## src/rtl/cpu_pkg.sv

```systemverilog
// Shared definitions for the 3-stage (IF/ID/EX) 16-bit CPU.
//   - pipeline controller state encodings
//   - opcode constants
//   - instruction field bit positions and a small field-extract helper
package cpu_pkg;

    // Pipeline controller states (2-bit, legacy-compatible encoding)
    localparam logic [1:0] ST_RUN    = 2'd0;
    localparam logic [1:0] ST_DRAIN  = 2'd1;
    localparam logic [1:0] ST_HALTED = 2'd2;

    // Opcodes
    localparam logic [3:0] OP_ADD  = 4'h0;
    localparam logic [3:0] OP_SUB  = 4'h1;
    localparam logic [3:0] OP_AND  = 4'h2;
    localparam logic [3:0] OP_OR   = 4'h3;
    localparam logic [3:0] OP_ADDI = 4'h4;
    localparam logic [3:0] OP_LW   = 4'h5;
    localparam logic [3:0] OP_SW   = 4'h6;
    localparam logic [3:0] OP_BEQ  = 4'h7;
    localparam logic [3:0] OP_HALT = 4'hF;

    // Instruction field bit positions
    localparam int OPC_MSB = 15;
    localparam int OPC_LSB = 12;
    localparam int RS_MSB  = 11;
    localparam int RS_LSB  = 10;
    localparam int RT_MSB  = 9;
    localparam int RT_LSB  = 8;
    localparam int RD_MSB  = 7;
    localparam int RD_LSB  = 6;
    localparam int IMM_MSB = 7;
    localparam int IMM_LSB = 0;

    typedef struct packed {
        logic [3:0] opcode;
        logic [1:0] rs;
        logic [1:0] rt;
        logic [1:0] rd;
        logic [7:0] imm;
    } instr_fields_t;

    function automatic instr_fields_t decode_instr(input logic [15:0] instr);
        instr_fields_t f;
        f.opcode = instr[OPC_MSB:OPC_LSB];
        f.rs     = instr[RS_MSB:RS_LSB];
        f.rt     = instr[RT_MSB:RT_LSB];
        f.rd     = instr[RD_MSB:RD_LSB];
        f.imm    = instr[IMM_MSB:IMM_LSB];
        return f;
    endfunction

endpackage

```

## src/rtl/sat_counter.sv

```systemverilog
// Saturating up-counter, updated on the falling clock edge like the rest
// of the pipeline.
//   clock   : system clock (state changes on negedge)
//   reset_n : asynchronous active-low reset, clears count
//   inc     : count enable for this edge
//   count   : current value; holds at all-ones and never wraps
module sat_counter #(
    parameter int W = 16
) (
    input  logic         clock,
    input  logic         reset_n,
    input  logic         inc,
    output logic [W-1:0] count
);

    logic [W-1:0] count_q;
    logic [W-1:0] count_d;

    always_comb begin
        count_d = count_q;
        if (inc && (count_q != {W{1'b1}})) begin
            count_d = count_q + W'(1);
        end
    end

    always_ff @(negedge clock or negedge reset_n) begin
        if (!reset_n) begin
            count_q <= '0;
        end else begin
            count_q <= count_d;
        end
    end

    assign count = count_q;

endmodule

```

## src/rtl/pipeline_ctrl.sv

```systemverilog
// Sequencing controller for the 3-stage IF/ID/EX pipeline.
// Tracks stage valid bits, gates register-file writes, selects ID-stage
// forwarding from EX, squashes wrong-path work on a taken branch, and
// drains/halts on the HALT opcode. Also keeps saturating cycle and retire
// counters. All state changes on the falling clock edge.
//   clock, reset_n                 : clock (negedge), async active-low reset
//   ifid_opcode/ifid_rs/ifid_rt    : fields of the instruction in IF/ID
//   idex_reg_write, idex_write_reg : write intent/destination of EX instr
//   branch_taken                   : EX branch resolution (needs idex_valid)
//   pc_write, pc_sel               : PC / IF-ID load enable, target select
//   ifid_valid, idex_valid         : stage valid bits
//   reg_write_en                   : regfile write enable
//   fwd_a, fwd_b                   : ID operand forwarding selects
//   state, halted                  : controller state
//   cycle_count, retire_count      : saturating performance counters
module pipeline_ctrl
    import cpu_pkg::*;
#(
    parameter logic [3:0] HALT_OP      = OP_HALT,
    parameter int         DRAIN_CYCLES = 1,
    parameter int         CNT_W        = 16
) (
    input  logic             clock,
    input  logic             reset_n,
    input  logic [3:0]       ifid_opcode,
    input  logic [1:0]       ifid_rs,
    input  logic [1:0]       ifid_rt,
    input  logic             idex_reg_write,
    input  logic [1:0]       idex_write_reg,
    input  logic             branch_taken,
    output logic             pc_write,
    output logic             pc_sel,
    output logic             ifid_valid,
    output logic             idex_valid,
    output logic             reg_write_en,
    output logic             fwd_a,
    output logic             fwd_b,
    output logic [1:0]       state,
    output logic             halted,
    output logic [CNT_W-1:0] cycle_count,
    output logic [CNT_W-1:0] retire_count
);

    // drain_cnt runs 0..DRAIN_CYCLES-1; the last value triggers HALTED
    localparam logic [2:0] DRAIN_LAST = 3'(DRAIN_CYCLES - 1);

    logic [1:0] state_q,      state_d;
    logic [2:0] drain_cnt_q,  drain_cnt_d;
    logic       ifid_valid_q, ifid_valid_d;
    logic       idex_valid_q, idex_valid_d;

    logic running;
    logic flush;
    logic halt_hit;

    // Branches and HALT are only acted on while running; once draining,
    // the front end is frozen and EX can only hold bubbles.
    assign running  = (state_q == ST_RUN);
    assign flush    = running & branch_taken & idex_valid_q;
    // A taken branch squashes the HALT sitting behind it in IF/ID.
    assign halt_hit = running & ifid_valid_q & (ifid_opcode == HALT_OP) & ~flush;

    assign pc_write = running & ~halt_hit;
    assign pc_sel   = flush;

    always_comb begin
        ifid_valid_d = pc_write & ~flush;
        // The HALT itself moves into ID/EX as a bubble.
        idex_valid_d = ifid_valid_q & ~flush & ~halt_hit;
    end

    always_comb begin
        state_d     = state_q;
        drain_cnt_d = drain_cnt_q;
        case (state_q)
            ST_RUN: begin
                if (halt_hit) begin
                    state_d     = ST_DRAIN;
                    drain_cnt_d = '0;
                end
            end
            ST_DRAIN: begin
                if (drain_cnt_q == DRAIN_LAST) begin
                    state_d = ST_HALTED;
                end else begin
                    drain_cnt_d = drain_cnt_q + 3'd1;
                end
            end
            ST_HALTED: state_d = ST_HALTED;
            default:   state_d = ST_RUN;
        endcase
    end

    always_ff @(negedge clock or negedge reset_n) begin
        if (!reset_n) begin
            state_q      <= ST_RUN;
            drain_cnt_q  <= '0;
            ifid_valid_q <= 1'b0;
            idex_valid_q <= 1'b0;
        end else begin
            state_q      <= state_d;
            drain_cnt_q  <= drain_cnt_d;
            ifid_valid_q <= ifid_valid_d;
            idex_valid_q <= idex_valid_d;
        end
    end

    assign ifid_valid   = ifid_valid_q;
    assign idex_valid   = idex_valid_q;
    assign state        = state_q;
    assign halted       = (state_q == ST_HALTED);
    // idex_valid_q is cleared asynchronously, so a reset kills any write
    // in flight without waiting for a clock edge.
    assign reg_write_en = idex_reg_write & idex_valid_q;

    // EX result is not yet in the regfile when ID reads it; steer ALUout in.
    assign fwd_a = ifid_valid_q & idex_valid_q & idex_reg_write &
                   (idex_write_reg == ifid_rs) & ~flush;
    assign fwd_b = ifid_valid_q & idex_valid_q & idex_reg_write &
                   (idex_write_reg == ifid_rt) & ~flush;

    sat_counter #(.W(CNT_W)) u_cycle_cnt (
        .clock   (clock),
        .reset_n (reset_n),
        .inc     (1'b1),
        .count   (cycle_count)
    );

    // A taken branch still retires; only its squashed followers do not,
    // and those never become valid in ID/EX.
    sat_counter #(.W(CNT_W)) u_retire_cnt (
        .clock   (clock),
        .reset_n (reset_n),
        .inc     (idex_valid_q),
        .count   (retire_count)
    );

endmodule

```

## config.mk

```make
export PLATFORM = sky130hd
export DESIGN_NAME = pipeline_ctrl
export DESIGN_NICKNAME = d
export VERILOG_FILES = /design/src/rtl/cpu_pkg.sv /design/src/rtl/sat_counter.sv /design/src/rtl/pipeline_ctrl.sv
export SDC_FILE = /design/constraint.sdc
export NUM_CORES = 1
export LEC_CHECK = 0
export ABC_AREA = 1
export ABC_CLOCK_PERIOD_IN_PS = 2000
export CORE_MARGIN = 2
export CORE_UTILIZATION = 35
export CTS_BUF_LIST = sky130_fd_sc_hd__clkbuf_16
export CTS_CLUSTER_DIAMETER = 40
export DETAILED_ROUTE_END_ITERATION = 10
export PLACE_DENSITY = 0.65
export SYNTH_ARGS = -nofsm -noshare
export SYNTH_HDL_FRONTEND = slang
export SYNTH_SLANG_ARGS = --single-unit
```

## constraint.sdc

```tcl
create_clock -name clock -period 2 [get_ports clock]
set_input_delay 0.4 -clock clock [delete_from_list [all_inputs] [get_ports clock]]
set_output_delay 0.4 -clock clock [all_outputs]
set_load 0.01 [all_outputs]
```

* After elaboration in Yosys (flattened, before gate mapping)
Cells that the tools add are included.
Word-level totals: register bits 39, bits of input ports 14, logic and storage cells 49
Operators by class: add/sub/neg operators 3, mux-type cells 6, reductions and logical operators 6, bitwise logic cells 18, eq/ne operators 10
Operator list (count):
- 16-bit by 1-bit adder with 16-bit output (second input constant) | 2
- 16-bit inequality test (second input constant) | 2
- 1-bit bitwise AND | 16
- 3-bit 2-to-1 mux | 2
- 2-bit case mux with 3 select lines | 1
- 3-bit case mux with 2 select lines | 1
- 2-bit equality test | 2
- 4-bit equality test (second input constant) | 1
- 2-bit 2-to-1 mux | 2
- 2-bit inequality test (second input constant) | 2
- 3-bit by 1-bit adder with 3-bit output (second input constant) | 1
- 3-bit zero test | 1
- 3-bit AND reduction | 1
- 2-bit by 1-bit equality test with 1-bit output (second input constant) | 1
- 2-bit equality test (second input constant) | 1
- 2-bit zero test | 1
- 2-bit by 1-bit inequality test with 1-bit output (second input constant) | 1
- 1-bit inverter | 2
- 2-bit AND reduction | 1
- 2-bit nonzero test | 1
- 1-bit logical AND | 1

* Logic depth before layout (Yosys ltp)
depth after elaboration 8, gate-level depth with buffers 9

* Hierarchy
Synthesis repeated with hierarchy kept, for this count alone.
Unflattened totals: cell total of the unflattened synthesis 365, area, all modules 2627.5 um^2
Modules (own cells, without submodules):
- sat_counter | cells an instance 149, area an instance 1058.5 um^2, sequential area each 400.4 um^2, instances 2
- pipeline_ctrl | cells an instance 67, area an instance 510.5 um^2, sequential area each 175.2 um^2, instances 1

==> reports/summary.txt <==
GRT Residual Overflow - 0
Cell leakage power - 1.92 nW
Source-to-sink clock delay at the later pin of the worst-skew pair - 300 ps
Tightest Hold Check Type - reg2reg
Number of sinks driven by the clock tree - 39
Number of port buffers - 55
Clk buf depth - 2
Maximum number of pins on one net before global-route repair - 40
Routability congestion estimate from global placement - 0.846
Number of diodes added for antenna fixing - 0
Setup violators final - 47
Antenna violations before repair - 0
Initial core utilization - 35.9%
Number of cells on the worst reg-to-reg path - 10
Data required time at the worst endpoint - 1600 ps
Total wirelength of the detailed-routed design - 5820 microns
Syn avg cell area - 7.43 sq um
Max-cap violations - 0
Cell area after synthesis - 0.00242 sq mm
Number of synthesis warnings - 0
Cell at the root of the clock tree - sky130_fd_sc_hd__clkbuf_16
Final Core Density - 53.1%
Detail Route Antenna Nets - 0
Worst Setup Start Kind - flip-flop
CTS tree - built
Clk slew on worst S/H paths - 40 ps
Core region area - 0.00676 sq mm
Hold path startpoint - drain_cnt_q[1]
HPWL after detailed placement - 4360 microns
Number of rows created at floorplan - 30
Setup TNS - -13730 ps
Synthesized instance count - 326
Total GRT Usage - 16.2%
Endpoint of the worst hold-timing path - drain_cnt_q[1]
DR WL/cell - 11.0 microns
Top cells by area in the synthesized netlist - sky130_fd_sc_hd__dfrtn_1 40%, sky130_fd_sc_hd__nand2_1 18%, sky130_fd_sc_hd__inv_1 5.7%
H-Tree Depth - 2
Final-stage net count - 472
Data arrival time of the critical path - 2450 ps
TritonRoute pass-1 iters - 4
Unrepaired setup endpoints after global routing - yes
Synth Register Bits - 39
Top-Level Pins - 56
Final clock skew - 6.11 ps
Via count of the first global-routing pass - 2334
Worst-path fanout max - 4
Transition time at the pin with the least slew margin - 516 ps
Worst reg-to-reg setup slack - 160 ps
Sequential-to-total area share from yosys stat - 40.3%
Total power consumption of the routed design - 3.17 mW
Die outline area - 0.00761 sq mm
Final setup slack of the worst path - -846 ps
Number of buffers inserted during clock tree synthesis - 5
Reg-to-reg critical path endpoint - u_retire_cnt.count[3]
Global-route wire length before repair - 9890 microns
Fraction of layout cells with a size suffix above 1 - 35.9%
Outcome - complete, but fails checks
Via total after detailed routing - 2396
Cell taking the most area after synthesis - sky130_fd_sc_hd__dfrtn_1
Net Count, Synth - 348
Final hold vios - 0
Type of the setup path with the least slack - reg2out
Violated checks - negative setup slack
Area growth from synthesis to final layout - 48.0%
Chip Height - 87.2 microns
Critical Path Sink Type - output port
Hold Crit Depth - 2
DR vias/cell - 4.51
Total of fill cells in the finished design - 645
PwrDens - 884 mW/mm^2
Number of violations reported at the end of detailed-routing iteration 0 - 68
Die outline width - 87.2 microns
Reg2reg start - u_retire_cnt.count[0]
Proportion of netlist area held by the largest area contributor - 40.3%
Number of remaining DRC errors - 0
Synth cell types - 25
Final slew viol count - 0
Max-slew headroom at the worst pin - 65.5%
Peak VDD IR - 0.362 mV
stage by stage:
stage / instances / hold WS [ps] / instance area, sq um / setup WS (ps)
2_1_floorplan: 326 / 428 / 2470 / -519
3_3_place_gp: 503 / 453 / 3430 / -870
3_5_place_dp: 503 / 459 / 3430 / -903
4_1_cts: 527 / 460 / 3560 / -802
5_1_grt: 531 / 475 / 3590 / -910
6_report: 531 / 460 / 3590 / -846
registers in the layout, indices dropped and copies added (netlist names):
| register | cells |
|---|---|
| idex_valid | 1 |
| u_cycle_cnt.count | 16 |
| u_retire_cnt.count | 16 |
| drain_cnt_q | 3 |
| state | 2 |
| ifid_valid | 1 |
power breakdown:
group / internal (mW) / switching [mW]
combinational: 0.706 / 0.721
clock: 0.453 / 0.311
sequential: 0.911 / 0.0664
Yosys cell counts (all sizes together):
library cell / count
nand3: 30
ha: 8
inv: 40
dfrtn: 39
or2: 5
o21ai: 8
a21oi: 1
and3: 1
nor2: 35
nand4: 12
nand2: 120
buf: 2
nor3: 7
nand3b: 5
xor2: 8
xnor2: 5
layout by cell type (no fill, tap or decap), drive strengths merged:
master	synthesis	layout
nand3b	5	5
clkinvlp	0	1
o21ai	8	8
xor2	8	8
dfrtn	39	39
a21oi	1	1
dlygate4sd2	0	2
nand4	12	12
nand2	120	120
xnor2	5	5
or2	5	5
clkbuf	0	8
ha	8	8
inv	40	40
nor3	7	7
clkinv	0	2
nor2	35	35
buf	2	107
and3	1	1
clkdlybuf4s50	0	7
nand3	30	30
worst max path at each step:
stage / slack, ps / cells after the start / start / end
after floorplan: -520 / 6 / state[1] / pc_write
after global placement: -870 / 6 / state[1] / fwd_b
after detailed placement: -900 / 6 / state[0] / fwd_b
after CTS: -800 / 7 / state[0] / pc_write
after global routing: -910 / 7 / state[0] / pc_write
final: -850 / 7 / state[0] / pc_write
timing repair:
item | 4_1_cts | 5_1_grt
gates resized for setup | 188 | 12
setup buffers | 18 | 10
setup endpoints to repair | 49 | 49
pin swaps | 4 | 5
hold buffers | 0 | 0
routing by layer:
| metal | track usage, % | routed length, microns |
|---|---|---|
| met5 | 0 | 0 |
| met4 | 5.45 | 77 |
| met3 | 2.84 | 135 |
| met2 | 28.9 | 2970 |
| met1 | 19.8 | 2640 |
cells by family (layout without fill, tap and decap cells):
kind of cell / Yosys count / in the layout / synth area share, %
AND/OR/NAND/NOR: 215 / 215 / 41.6
adder cells (fa/ha/maj): 8 / 8 / 4.13
buffers and inverters: 42 / 167 / 7.12
XOR/XNOR: 13 / 13 / 4.70
AO/OA/AOI/OAI: 9 / 9 / 2.17
flip-flops: 39 / 39 / 40.3
critical path, stage by stage, from the launching register on:
cell and delay (ps):
sky130_fd_sc_hd__dfrtn_1 420, sky130_fd_sc_hd__inv_2 60, sky130_fd_sc_hd__ha_4 170, sky130_fd_sc_hd__nand3_4 80
sky130_fd_sc_hd__nand4_1 140, sky130_fd_sc_hd__nand2_2 120, sky130_fd_sc_hd__inv_2 40, sky130_fd_sc_hd__buf_6 110
final cells by class:
class,instances,area [sq um],area share [%]
Timing Repair Buffer,119,872,24.3
Sequential cell,39,976,27.2
Multi-Input combinational cell,245,1350,37.6
Clock inverter,3,15.0,0.419
Clock buffer,5,125,3.49
Tap cell,80,100,2.79
Inverter,40,150,4.19
Power figures use the tool's default switching activity.
==> RTL change (config.mk and constraints unchanged) <==
Make the reset (`reset_n`) synchronous in 2 clocked blocks. Comments in the files are not updated.
--- a/src/rtl/sat_counter.sv
+++ b/src/rtl/sat_counter.sv
@@ -23,7 +23,7 @@
         end
     end
 
-    always_ff @(negedge clock or negedge reset_n) begin
+    always_ff @(negedge clock) begin
         if (!reset_n) begin
             count_q <= '0;
         end else begin
--- a/src/rtl/pipeline_ctrl.sv
+++ b/src/rtl/pipeline_ctrl.sv
@@ -91,7 +91,7 @@
         endcase
     end
 
-    always_ff @(negedge clock or negedge reset_n) begin
+    always_ff @(negedge clock) begin
         if (!reset_n) begin
             state_q      <= ST_RUN;
             drain_cnt_q  <= '0;
Formal check against the unedited RTL: differs if reset_n is asserted again (counterexample within 4 cycles, from zero or initial values and one cycle with reset_n low); with reset_n held inactive, the same outputs for 10 cycles.
==> RTL change against the unedited design <==
The run still ends with setup timing left. Synthesized area up 0.98%. Routed wire length increased by 10%. Cell area grew 13%. Sequential cell count stayed put. Worst setup slack better by 0.026 ns.
Power is not compared: it rests on default switching activity, and its combinational part moved more than twofold at a synthesized area within 25%.
==> RTL change: results (changes against the unedited design) <==
status=finished, violations left; failing checks=setup timing; Slew @ Worst Pin=0.3216 ns (-0.1947 ns); first-pass GRT wire length=10980 µm (+11%); CP max stage delay=0.35 ns (-0.07 ns); sequential area share after synthesis=0.3190 (-0.08367); DR iter-0 viols=84 (+24%); pre-CTS WS=-0.8888 ns (+0.01443 ns); final setup violation count=49 (+4.3%); Avg Synthesized Cell Area=6.632 µm² (-11%); Routed WL=6426 µm (+10%); Yosys cell types=31 (+24%); GPL Wtd Cong=0.8240 (-2.6%); final setup skew=0.01150 ns (+0.005396 ns); reg2reg end=idex_valid; setup tns final=-12.38 ns (+1.355 ns); WP data arrival=2.42 ns (-0.03 ns); largest net degree at the start of global routing=16 (-60%); slowest cell on the critical path=dfxtp_4; Post-Layout Cell Count=620 (+17%); Hold Path Sink=drain_cnt_q[2]; Fill cells=631 (-2.2%); fraction of layout cells with a size suffix above 1=0.4103 (+0.05110); largest cells by area after synthesis=dfxtp_1 32%, nand2_1 16%, nor2_1 8.9%; asr flop ratio synth=0 (-1.000); clk_lat worst skew=0.36 ns (+0.06 ns); vias in the first global route=2770 (+19%); FF-to-FF path depth=12 (+2); hpwl dp=4387 µm (+0.73%); Global Route Usage Sum=0.1727 (+0.01037); Max FO, Critical Path=3 (-1); Nets=545 (+15%); RR Startpoint=state[1]; top cells by count, synth=103 x nand2_1, 58 x nor2_1, 46 x inv_1; fin worst setup slack=-0.8200 ns (+0.02568 ns); syn_nets=391 (+12%); flop2flop setup slack=0.33 ns (+0.17 ns)
[RTL change: changes by cell type in the layout (fill, tap and decap cells not counted), sizes merged, moves of 4 or more]
cell	unedited run	this run
a21oi	1	17
o21ai	8	4
xnor2	5	1
nand3b	5	1
dfxtp	0	39
nor2	35	70
nand3	30	34
nor3	7	3
dfrtn	39	0
nand4	12	5
nand2	120	113
a31oi	0	6
inv	40	94
[RTL change: how the worst max path moves through the flow]
stage / start / slack (ns) / endpoint
after detailed placement: state[1] / -0.89 / fwd_b
after global placement: state[1] / -0.84 / fwd_b
after CTS: state[0] / -0.83 / fwd_b
final: state[1] / -0.82 / fwd_b
after floorplan: state[1] / -0.38 / fwd_a
after global routing: state[1] / -0.88 / fwd_b
[RTL change: worst min-delay path: stages (launching register included)]
cell,delay [ns]
dfxtp_1,0.32
nand2_1,0.08
a21oi_2,0.05
[RTL change: what timing repair did]
action,4_1_cts,5_1_grt
buffers inserted,12,4
endpoints found under the hold margin,0,0
pin swaps,4,6
gates cloned,1,0
resized for setup,272,16
endpoints found under the setup margin,61,49
[RTL change: cell families after synthesis]
kind of cell,share of synthesized area
xor gates and xnor gates,0.02147
and+or+nand+nor,0.4448
AOI/OAI and AO/OA,0.06749
buffers and inverters,0.1063
DFF,0.3190
adders and majority gates,0.04090
[RTL change: cell type report]
| cell class | instances | area, µm² | area share |
|---|---|---|---|
| Clock inverter | 42 | 162.7 | 0.04011 |
| Timing Repair Buffer | 117 | 1084 | 0.2672 |
| Sequential cell | 39 | 835.8 | 0.2061 |
| Inverter | 52 | 202.7 | 0.04998 |
| Tap cell | 96 | 120.1 | 0.02962 |
| Multi-Input combinational cell | 269 | 1525 | 0.3761 |
| Clock buffer | 5 | 125.1 | 0.03085 |
[RTL change: metal layers]
| metal | up-vias | GRT usage | wire (µm) |
|---|---|---|---|
| li1 | 1451 | - | - |
| met5 | - | 0 | 0 |
| met1 | 1217 | 0.1847 | 2841 |
| met2 | 58 | 0.3154 | 3270 |
| met3 | 7 | 0.04995 | 245 |
| met4 | 0 | 0.07273 | 69 |
[RTL change: stage by stage]
step	area [µm²]	hold WS [ns]
after floorplan	2510	0.4689
after global placement	3473	0.4813
after detailed placement	3473	0.4879
after CTS	4019	0.4967
after global routing	4055	0.5114
final	4055	0.5014
[RTL change: power groups by stage]
| stage | Combinational (mW) | Sequential (mW) | Clock, mW |
|---|---|---|---|
| final | 0.701 | 0.864 | 1.08 |
| after floorplan | 0.267 | 0.879 | 0.122 |
| after global placement | 0.503 | 0.860 | 0.122 |
| after CTS | 0.674 | 0.860 | 1.15 |
| after global routing | 0.766 | 0.866 | 1.23 |
| after detailed placement | 0.517 | 0.861 | 0.122 |
